File: src/rtl/fpr_muldiv_pkg.sv
// Shared encodings and constants for the iterative multiply/divide unit.
// Latency/backpressure: not applicable (declarations only).
package fpr_muldiv_pkg;

  localparam int ITERS = 32;
  localparam logic [31:0] DIV0_RESULT = 32'hFFFF_FFFF;

  typedef enum logic [1:0] {
    OP_MULTU = 2'b00,
    OP_MULT  = 2'b01,
    OP_DIVU  = 2'b10,
    OP_DIV   = 2'b11
  } op_e;

  typedef enum logic [1:0] {
    IDLE,
    RUN,
    FIX,
    DONE
  } state_e;

  function automatic logic op_is_signed(input logic [1:0] op);
    return (op == OP_MULT) || (op == OP_DIV);
  endfunction

  function automatic logic op_is_div(input logic [1:0] op);
    return (op == OP_DIVU) || (op == OP_DIV);
  endfunction

endpackage

File: src/rtl/fpr_muldiv_if.sv
// Request/result bundle between the register-file controller and the muldiv unit.
// Latency/backpressure: wires only; the requester must respect busy.
interface fpr_muldiv_if #(
  parameter int WIDTH = 32
);
  logic             start;
  logic [1:0]       op;
  logic [WIDTH-1:0] opA;
  logic [WIDTH-1:0] opB;
  logic             busy;
  logic             done;
  logic [WIDTH-1:0] result;
  logic             div_by_zero;

  modport master (
    output start, op, opA, opB,
    input  busy, done, result, div_by_zero
  );

  modport slave (
    input  start, op, opA, opB,
    output busy, done, result, div_by_zero
  );
endinterface

File: src/rtl/fpr_muldiv_twos_mag.sv
// Conditional two's-complement negate: magnitude of a signed value, or forced negate.
// Latency: combinational; no backpressure.
module fpr_muldiv_twos_mag #(
  parameter int WIDTH = 32
) (
  input  logic [WIDTH-1:0] val_i,
  input  logic             sgn_i,
  input  logic             inv_i,
  output logic [WIDTH-1:0] mag_o
);
  logic flip;

  assign flip  = inv_i | (sgn_i & val_i[WIDTH-1]);
  assign mag_o = flip ? ((~val_i) + WIDTH'(1)) : val_i;
endmodule

File: src/rtl/fpr_muldiv.sv
// Iterative 32-bit mult/multu/div/divu; done pulses 33 cycles after the accepting edge.
// Backpressure: start is only accepted in IDLE; requests while busy are dropped.
module fpr_muldiv #(
  parameter int WIDTH = 32,
  parameter int ITERS = fpr_muldiv_pkg::ITERS
) (
  input  logic         clk,
  input  logic         reset,
  fpr_muldiv_if.slave  bus
);
  import fpr_muldiv_pkg::*;

  localparam int CW = $clog2(ITERS);

  state_e             state_q;
  logic               is_div_q;
  logic               neg_q;
  logic [CW-1:0]      cnt_q;
  logic [WIDTH-1:0]   a_q;
  logic [WIDTH-1:0]   b_q;
  logic [2*WIDTH-1:0] acc_q;
  logic               busy_q;
  logic               done_q;
  logic [WIDTH-1:0]   result_q;
  logic               dbz_q;

  logic [WIDTH-1:0]   mag_a;
  logic [WIDTH-1:0]   mag_b;
  logic [WIDTH-1:0]   fix_val;
  logic [WIDTH:0]     mul_sum;
  logic [WIDTH:0]     div_rem_sh;
  logic [WIDTH:0]     div_diff;
  logic [2*WIDTH-1:0] mul_step_d;
  logic [2*WIDTH-1:0] div_step_d;

  fpr_muldiv_twos_mag #(.WIDTH(WIDTH)) u_mag_a (
    .val_i (bus.opA),
    .sgn_i (op_is_signed(bus.op)),
    .inv_i (1'b0),
    .mag_o (mag_a)
  );

  fpr_muldiv_twos_mag #(.WIDTH(WIDTH)) u_mag_b (
    .val_i (bus.opB),
    .sgn_i (op_is_signed(bus.op)),
    .inv_i (1'b0),
    .mag_o (mag_b)
  );

  // Sign fix of the unsigned result reuses the same negate datapath.
  fpr_muldiv_twos_mag #(.WIDTH(WIDTH)) u_fix (
    .val_i (acc_q[WIDTH-1:0]),
    .sgn_i (1'b0),
    .inv_i (neg_q),
    .mag_o (fix_val)
  );

  // Multiply: hi += multiplicand when multiplier LSB set, then shift the pair right.
  assign mul_sum    = {1'b0, acc_q[2*WIDTH-1:WIDTH]} + (acc_q[0] ? {1'b0, a_q} : '0);
  assign mul_step_d = {mul_sum, acc_q[WIDTH-1:1]};

  // Divide: restoring step; remainder in the high half, quotient shifts into the low half.
  assign div_rem_sh = acc_q[2*WIDTH-1:WIDTH-1];
  assign div_diff   = div_rem_sh - {1'b0, b_q};
  assign div_step_d = div_diff[WIDTH]
                    ? {div_rem_sh[WIDTH-1:0], acc_q[WIDTH-2:0], 1'b0}
                    : {div_diff[WIDTH-1:0],   acc_q[WIDTH-2:0], 1'b1};

  always_ff @(posedge clk or posedge reset) begin
    if (reset) begin
      state_q  <= IDLE;
      is_div_q <= 1'b0;
      neg_q    <= 1'b0;
      cnt_q    <= '0;
      a_q      <= '0;
      b_q      <= '0;
      acc_q    <= '0;
      busy_q   <= 1'b0;
      done_q   <= 1'b0;
      result_q <= '0;
      dbz_q    <= 1'b0;
    end else begin
      case (state_q)
        IDLE: begin
          done_q <= 1'b0;
          if (bus.start) begin
            is_div_q <= op_is_div(bus.op);
            neg_q    <= op_is_signed(bus.op) & (bus.opA[WIDTH-1] ^ bus.opB[WIDTH-1]);
            a_q      <= mag_a;
            b_q      <= mag_b;
            acc_q    <= {{WIDTH{1'b0}}, (op_is_div(bus.op) ? mag_a : mag_b)};
            cnt_q    <= '0;
            busy_q   <= 1'b1;
            state_q  <= RUN;
          end
        end
        RUN: begin
          acc_q <= is_div_q ? div_step_d : mul_step_d;
          cnt_q <= cnt_q + CW'(1);
          if (cnt_q == CW'(ITERS - 1)) begin
            state_q <= FIX;
          end
        end
        FIX: begin
          if (is_div_q && (b_q == '0)) begin
            result_q <= WIDTH'(DIV0_RESULT);
            dbz_q    <= 1'b1;
          end else begin
            result_q <= fix_val;
            dbz_q    <= 1'b0;
          end
          done_q  <= 1'b1;
          state_q <= DONE;
        end
        DONE: begin
          done_q  <= 1'b0;
          busy_q  <= 1'b0;
          state_q <= IDLE;
        end
        default: state_q <= IDLE;
      endcase
    end
  end

  assign bus.busy        = busy_q;
  assign bus.done        = done_q;
  assign bus.result      = result_q;
  assign bus.div_by_zero = dbz_q;

endmodule

File: src/flat_wrapper.sv
// flat-port wrapper written by rule: the top's interface ports become plain ports
module fpr_muldiv_flat import fpr_muldiv_pkg::*;
#(
  parameter int WIDTH = 32,
  parameter int ITERS = fpr_muldiv_pkg::ITERS
)
  (clk, reset, bus_start, bus_op, bus_opA, bus_opB, bus_busy, bus_done, bus_result, bus_div_by_zero);
  fpr_muldiv_if #(.WIDTH(WIDTH)) bus_i ();
  input  logic clk;
  input  logic reset;
  input wire logic [$bits(bus_i.start)-1:0] bus_start;
  input wire logic [$bits(bus_i.op)-1:0] bus_op;
  input wire logic [$bits(bus_i.opA)-1:0] bus_opA;
  input wire logic [$bits(bus_i.opB)-1:0] bus_opB;
  output wire logic [$bits(bus_i.busy)-1:0] bus_busy;
  output wire logic [$bits(bus_i.done)-1:0] bus_done;
  output wire logic [$bits(bus_i.result)-1:0] bus_result;
  output wire logic [$bits(bus_i.div_by_zero)-1:0] bus_div_by_zero;
  assign bus_i.start = bus_start;
  assign bus_i.op = bus_op;
  assign bus_i.opA = bus_opA;
  assign bus_i.opB = bus_opB;
  assign bus_busy = bus_i.busy;
  assign bus_done = bus_i.done;
  assign bus_result = bus_i.result;
  assign bus_div_by_zero = bus_i.div_by_zero;
  fpr_muldiv #(.WIDTH(WIDTH), .ITERS(ITERS)) u_core (.clk(clk), .reset(reset), .bus(bus_i));
endmodule
File: config.mk
export PLATFORM = sky130hd
export DESIGN_NAME = fpr_muldiv_flat
export DESIGN_NICKNAME = d
export VERILOG_FILES = /design/src/rtl/fpr_muldiv_pkg.sv /design/src/rtl/fpr_muldiv_if.sv /design/src/rtl/fpr_muldiv_twos_mag.sv /design/src/rtl/fpr_muldiv.sv /design/src/flat_wrapper.sv
export SDC_FILE = /design/constraint.sdc
export NUM_CORES = 1
export LEC_CHECK = 0
export BUFFER_PORTS_ARGS = -buffer_cell sky130_fd_sc_hd__buf_2
export CELL_PAD_IN_SITES_DETAIL_PLACEMENT = 2
export CELL_PAD_IN_SITES_GLOBAL_PLACEMENT = 2
export CORE_MARGIN = 4
export CORE_UTILIZATION = 35
export DETAILED_ROUTE_END_ITERATION = 12
export PLACE_DENSITY = 0.88
export SETUP_SLACK_MARGIN = 0.02
export SYNTH_ARGS = -nofsm -noshare
export SYNTH_HDL_FRONTEND = slang
export SYNTH_SLANG_ARGS = --single-unit
File: constraint.sdc
create_clock -name clk -period 7.99 [get_ports clk]
set_input_delay 0.3995 -clock clk [delete_from_list [all_inputs] [get_ports clk]]
set_output_delay 0.3995 -clock clk [all_outputs]
set_load 0.05 [all_outputs]
==> results of run 1 <==
==> cell usage after synthesis, types with 9 or more instances <==
library cell,count,area [µm²]
a211oi_1,22,165
a21o_1,28,210
a21oi_1,176,881
a22oi_1,18,135
a31oi_1,13,81.3
and2_1,44,275
and3_1,18,113
buf_1,9,33.8
clkbuf_1,65,244
dfrtp_1,172,4300
ha_1,74,926
inv_1,70,263
mux2_2,28,315
mux2i_1,46,460
nand2_1,143,537
nand2b_1,13,81.3
nand3_1,24,120
nor2_1,149,559
nor3_1,36,180
nor4_1,11,68.8
o21a_1,13,97.6
o21ai_0,137,686
o31ai_1,17,128
xnor2_1,70,613
xor2_1,64,561
==> worst max-delay path, delay by kind of cell, from the launching register on <==
kind | cells | cell delay, ns
AOI/OAI and AO/OA | 5 | 1.57
and+or+nand+nor | 4 | 1.53
adders and majority gates | 2 | 0.50
DFF | 1 | 0.43
buffers and inverters | 1 | 0.17
==> power groups by stage <==
stage | Clock (mW) | Combinational (mW) | Sequential [mW]
final | 0.967 | 4.31 | 1.77
after CTS | 0.971 | 4.26 | 1.75
after global routing | 1.01 | 4.63 | 1.80
after global placement | 0 | 3.76 | 1.67
after floorplan | 0 | 2.71 | 1.81
after detailed placement | 0 | 4.05 | 1.71
==> kinds of logic after synthesis <==
| kind of cell | synth area share [%] |
|---|---|
| AO/OA/AOI/OAI | 23.4 |
| buffers and inverters | 4.45 |
| XOR/XNOR | 8.77 |
| adder cells (fa/ha/maj) | 7.21 |
| AND/OR/NAND/NOR | 18.3 |
| multiplexers | 5.79 |
| flip-flops | 32.1 |
==> per-layer routing <==
layer | vias up | track usage (%) | part of all wire [%]
li1 | 5928 | - | -
met1 | 7121 | 35.2 | 39
met2 | 598 | 50.7 | 49
met3 | 232 | 5.31 | 5.4
met4 | 0 | 15.6 | 5.9
met5 | - | 0 | 0
==> registers in the layout, indices dropped and copies added, names as in the netlist, 2 cells and up <==
signal / count
u_core.acc_q: 64
u_core.a_q: 32
u_core.b_q: 32
u_core.bus.result: 32
u_core.cnt_q: 5
u_core.state_q: 2
==> area by class of cell <==
class                   count  share of cell area (%)
well taps                 511                    4.26
diodes                      3                  0.0500
flip-flops and latches    172                    28.7
clock inverters            13                    1.26
clock buffers              19                    2.95
inverters                  70                    1.78
repair buffers            120                    4.29
multi-input cells        1298                    56.7
==> metrics by stage <==
stage | util (%) | worst slack, ns
3_3_place_gp | 38.1 | 4.07
2_1_floorplan | - | 2.93
3_5_place_dp | 38.1 | 3.91
5_1_grt | 39.8 | 3.53
6_report | 39.8 | 3.67
4_1_cts | 39.8 | 3.74
==> path summary, 6_finish.rpt <==
path                             startpoint               end  slack, ns  cells after the start
max                        u_core.acc_q[31]  u_core.acc_q[59]       3.67                     12
max in group asynchronous             reset   u_core.is_div_q       6.49                      3
max reg2reg                u_core.acc_q[31]  u_core.acc_q[59]       3.67                     12
min                                   reset   u_core.bus.busy       0.01                      2
min in group clk                bus_opA[31]    u_core.a_q[31]       0.28                      3
min reg2reg                   u_core.a_q[6]     u_core.a_q[6]       0.48                      2
==> impl_metrics.tcl, run 1 <==
set metrics [dict create \
    outcome "finished clean" \
    synth.avg_cell_area_um2 8.26 \
    grt_setup_unrepaired "false" \
    crit_path_top_delay_cell "and2_4" \
    synth_seq_cells 172 \
    worstPathMaxFanout 34 \
    cts_max_level 4 \
    clock_sinks 172 \
    antenna_found_initial 3 \
    drtAntennaViolNets 0 \
    power_switching_mw 3.79 \
    firstDrtPassIters 5 \
    seq_area_frac_synth_pct 32.1 \
    gp_congestion 0.874 \
    slowest_delay_ns 0.57 \
    cp.required_ns 8.34 \
    power_mw 7.05 \
    synth_edf_count 0 \
    multiInputGateArea_mm2 0.00851 \
    grt_max_degree 106 \
    hold_violations 0 \
    final-setup-viol-count 0 \
    crit_type "reg -> reg" \
    syn_area_mm2 0.0134 \
    crit_chain "inv_1, ha_1, fa_1, nand2b_1, a21oi_2, o41a_1, a32o_1, or4_4, nand3_1, and2_4, o311ai_0, a221o_1" \
    synth-async-reset-ratio_pct 100 \
    drt-total-wl_um 62000 \
    whs_ns 0.0113 \
    max_freq_mhz 231 \
    worstHoldPathType "in -> async" \
    coreArea_mm2 0.0377 \
    chipHeight_um 204 \
    overflow 0 \
    cts_tree "yes" \
    synth_cell_types 76 \
    ctsResizeCount 0 \
    grt_pass1_wl_um 95400 \
    clkPwrFrac_pct 13.7 \
    grt_pass1_vias 15500 \
    yosysWarnings 0 \
    swShare_pct 53.7 \
    worstMarginPinSlew_ns 1.18 \
    portBuffers 103 \
    min_period_over_period_pct 54.1 \
    layout_commonest_cell "a21oi_1" \
    clkTransAtPathRegs_ns 0.08 \
    floorplan.die_area_mm2 0.0414 \
    pwr-share-comb_pct 61.2 \
    fp.dieW_um 204 \
    cp-end-kind "register" \
    synth_ff_type "dfrtp_1" \
    setup-tns-final_ns 0 \
    synthCells 1620 \
    hold_buffers 0 \
    syn_nets 1765 \
    layout_common_cells "176 x a21oi_1, 171 x dfrtp_1, 149 x nor2_1" \
    placed_cells 2171 \
    period_needed_ns 4.32 \
    track_usage_pct 29.5 \
    viasPerCell 6.29 \
    design_area_mm2 0.0150 \
    drive_above_1_share_pct 12.2 \
    finalMaxSlewViolations 0 \
    cts_root_buf "clkbuf_16" \
    post-dp-hpwl_um 40800 \
    start_util_pct 35.5 \
    regArea_mm2 0.00431 \
    detail_route.wl_per_cell_um 28.1 \
    fin_nets 1824 \
    p_int_mw 3.27 \
    p_leak_nw 6.66 \
    num-fill-cells 4242 \
    power_density_mw_per_mm2 470 \
    drc 0 \
    placed_area_mm2 0.0144 \
    clock_latency_ns 0.47 \
    syn2layout_area_growth_pct 12.1 \
    worstSetupStartpointType "register" \
    drv_cap 0 \
    vdd_drop_max_mv 0.230 \
    arrival_ns 4.67 \
    core.rowCount 71 \
    cts_buffers 17 \
    instances_no_fill 2206 \
    num_vias 13900 \
    drtIter0Drc 1099 \
    clk_path_buf_depth 2 \
    power_frac_seq_pct 25.1 \
    postCtsSetupBuffers 0 \
    relSlewSlack_pct 21.5 \
    finalClockSkew_ns 0.0156 \
    ios 104 \
]
(Power assumes the default switching activity.)
==> inputs of run 2 (changes only) <==
clock period = 4.5 ns   (was 7.99 ns; I/O delays follow)
==> run 2 against run 1 <==
Cell area grew 0.16%. Clock skew grew 0.0086 ns. Register-to-register slack lost 3.5 ns. Setup slack lost 3.5 ns. Global-route usage shrank 0.10 points. Final cell count grew 0.18%. First-iteration DRC count grew 0.18%. Critical endpoint is now u_core.acc_q[33].
==> impl_metrics.tcl, run 2 (same netlist as run 1, synthesis figures left out) <==
set metrics [dict create \
    placed_cells 2173 \
    clock_sinks 172 \
    cts_root_buf "clkbuf_16" \
    antenna_found_initial 7 \
    min_to "u_core.a_q[31]" \
    worstSetupStartpointType "register" \
    drtAntennaViolNets 0 \
    final-setup-viol-count 0 \
    layout_commonest_cell "a21oi_1" \
    min_period_over_period_pct 96.5 \
    busiest_layer "met2" \
    grt_pass1_wl_um 94600 \
    ios 104 \
    cp-end-kind "register" \
    placed_area_mm2 0.0144 \
    clock_latency_ns 0.48 \
    coreArea_mm2 0.0377 \
    grt_pass1_vias 15400 \
    r2r_cells 12 \
    relSlewSlack_pct 15.9 \
    finalMaxSlewViolations 0 \
    clk_path_buf_depth 2 \
    outcome "finished clean" \
    syn2layout_area_growth_pct 12.3 \
    grt_setup_unrepaired "false" \
    reg2reg_slack_ns 0.16 \
    overflow 0 \
    max_freq_mhz 230 \
    crit_path_top_delay_cell "and2_4" \
    track_usage_pct 29.4 \
    num_vias 13800 \
    hold_depth 3 \
    fp.dieW_um 204 \
    slowest_delay_ns 0.61 \
    rr_endpoint "u_core.acc_q[33]" \
    portBuffers 103 \
    power_density_mw_per_mm2 831 \
    drc 0 \
    postCtsSetupBuffers 0 \
    cp.required_ns 4.80 \
    drtIter0Drc 1101 \
    cts_max_level 4 \
    hold_start "bus_opA[31]" \
    hold_violations 0 \
    swShare_pct 53.8 \
    setup-tns-final_ns 0 \
    p_int_mw 5.77 \
    arrival_ns 4.64 \
    largest_reg_flops 64 \
    largest_register "u_core.acc_q" \
    fin_util_pct 39.9 \
    grt_max_degree 137 \
    drt-total-wl_um 62300 \
    layout_common_cells "176 x a21oi_1, 171 x dfrtp_1, 149 x nor2_1" \
    grt_util_met1_pct 35.4 \
    cts_buffers 17 \
    firstDrtPassIters 5 \
    drive_above_1_share_pct 12.3 \
    period_needed_ns 4.34 \
    finalClockSkew_ns 0.0242 \
    clkPwrFrac_pct 13.5 \
    grt.met3_usage_pct 4.79 \
    fin_nets 1827 \
    floorplan.die_area_mm2 0.0414 \
    cts_tree "yes" \
    crit_type "reg -> reg" \
    worstMarginPinSlew_ns 1.26 \
    rr_startpoint "u_core.acc_q[31]" \
    gp_congestion 0.890 \
    vdd_drop_max_mv 0.421 \
    drv_cap 0 \
    post-dp-hpwl_um 41700 \
    worstPathMaxFanout 34 \
    viasPerCell 6.22 \
    p_leak_nw 6.66 \
    power_frac_seq_pct 25.2 \
    worstHoldPathType "in -> reg" \
    pwr-share-comb_pct 61.4 \
    start_util_pct 35.5 \
    core.rowCount 71 \
    instances_no_fill 2210 \
    crit_chain "inv_1, ha_1, fa_1, nand2b_1, a21oi_2, o41a_1, a32o_1, or4_4, nand3_1, and2_4, nor2_1, o31ai_1" \
    design_area_mm2 0.0150 \
    detail_route.wl_per_cell_um 28.2 \
    clkTransAtPathRegs_ns 0.08 \
    grtUsageMet2_pct 50.4 \
    chipHeight_um 204 \
    power_mw 12.5 \
    power_switching_mw 6.72 \
]
==> run 2: changes by cell type in the layout (fill, tap and decap cells not counted) <==
cell and delta:
clkinvlp_4 +2, dlygate4sd3_1 +1, bufinv_16 -1, buf_4 +1
inv_6 -1, clkinv_2 -1, diode_2 +2, clkbuf_1 -1
clkbuf_8 +1, buf_12 +1
==> run 2: worst max-delay path by stage <==
| stage | slack (ns) | start | cells after the start | end |
|---|---|---|---|---|
| CTS | 0.26 | u_core.acc_q[31] | 12 | u_core.acc_q[33] |
| finish | 0.16 | u_core.acc_q[31] | 12 | u_core.acc_q[33] |
| floorplan | 1.21 | u_core.acc_q[31] | 13 | u_core.acc_q[59] |
| global placement | 0.69 | u_core.acc_q[31] | 12 | u_core.acc_q[59] |
| detailed placement | 0.55 | u_core.acc_q[31] | 12 | u_core.acc_q[59] |
| global route | 0.11 | u_core.acc_q[31] | 12 | u_core.acc_q[33] |
==> run 2: what timing repair did <==
action,in CTS,in global routing
endpoints found under the hold margin,36,0
hold buffers,1,0
setup endpoints to repair,0,0
gates resized for setup,0,0
==> run 2: routing by layer <==
layer	vias up	wire [µm]	part of all wire (%)
li1	5921	-	-
met1	7083	24900	40
met2	555	30600	49
met3	195	3290	5.3
met4	2	3470	5.6
met5	-	13	0.021
==> run 2: cell type report <==
type                    count  area [µm²]
fillers                  4210       22600
multi-input cells        1298        8510
flip-flops and latches    172        4310
repair buffers            123         681
well taps                 511         639
clock buffers              19         453
inverters                  70         267
clock inverters            12         161
diodes                      5        12.5
==> run 2: power groups by stage <==
stage	registers, mW	logic (mW)	clock network, mW
floorplan	3.22	4.81	0
global placement	2.98	6.68	0
detailed placement	3.07	7.18	0
CTS	3.10	7.54	1.68
global route	3.20	8.21	1.75
finish	3.14	7.67	1.68
==> run 2: worst max-delay path, delay by kind of cell (launching register included) <==
family / cells / cell delay, ns
simple gates: 5 / 1.69
fa+ha+maj: 2 / 0.47
compound gates: 4 / 1.41
flops: 1 / 0.41
buf+inv: 1 / 0.15
==> run 2: through the flow <==
step	hold WS, ns	setup slack [ns]
floorplan	0.361	1.21
global placement	0.417	0.690
detailed placement	0.438	0.545
CTS	0.106	0.256
global route	0.120	0.109
finish	0.110	0.159
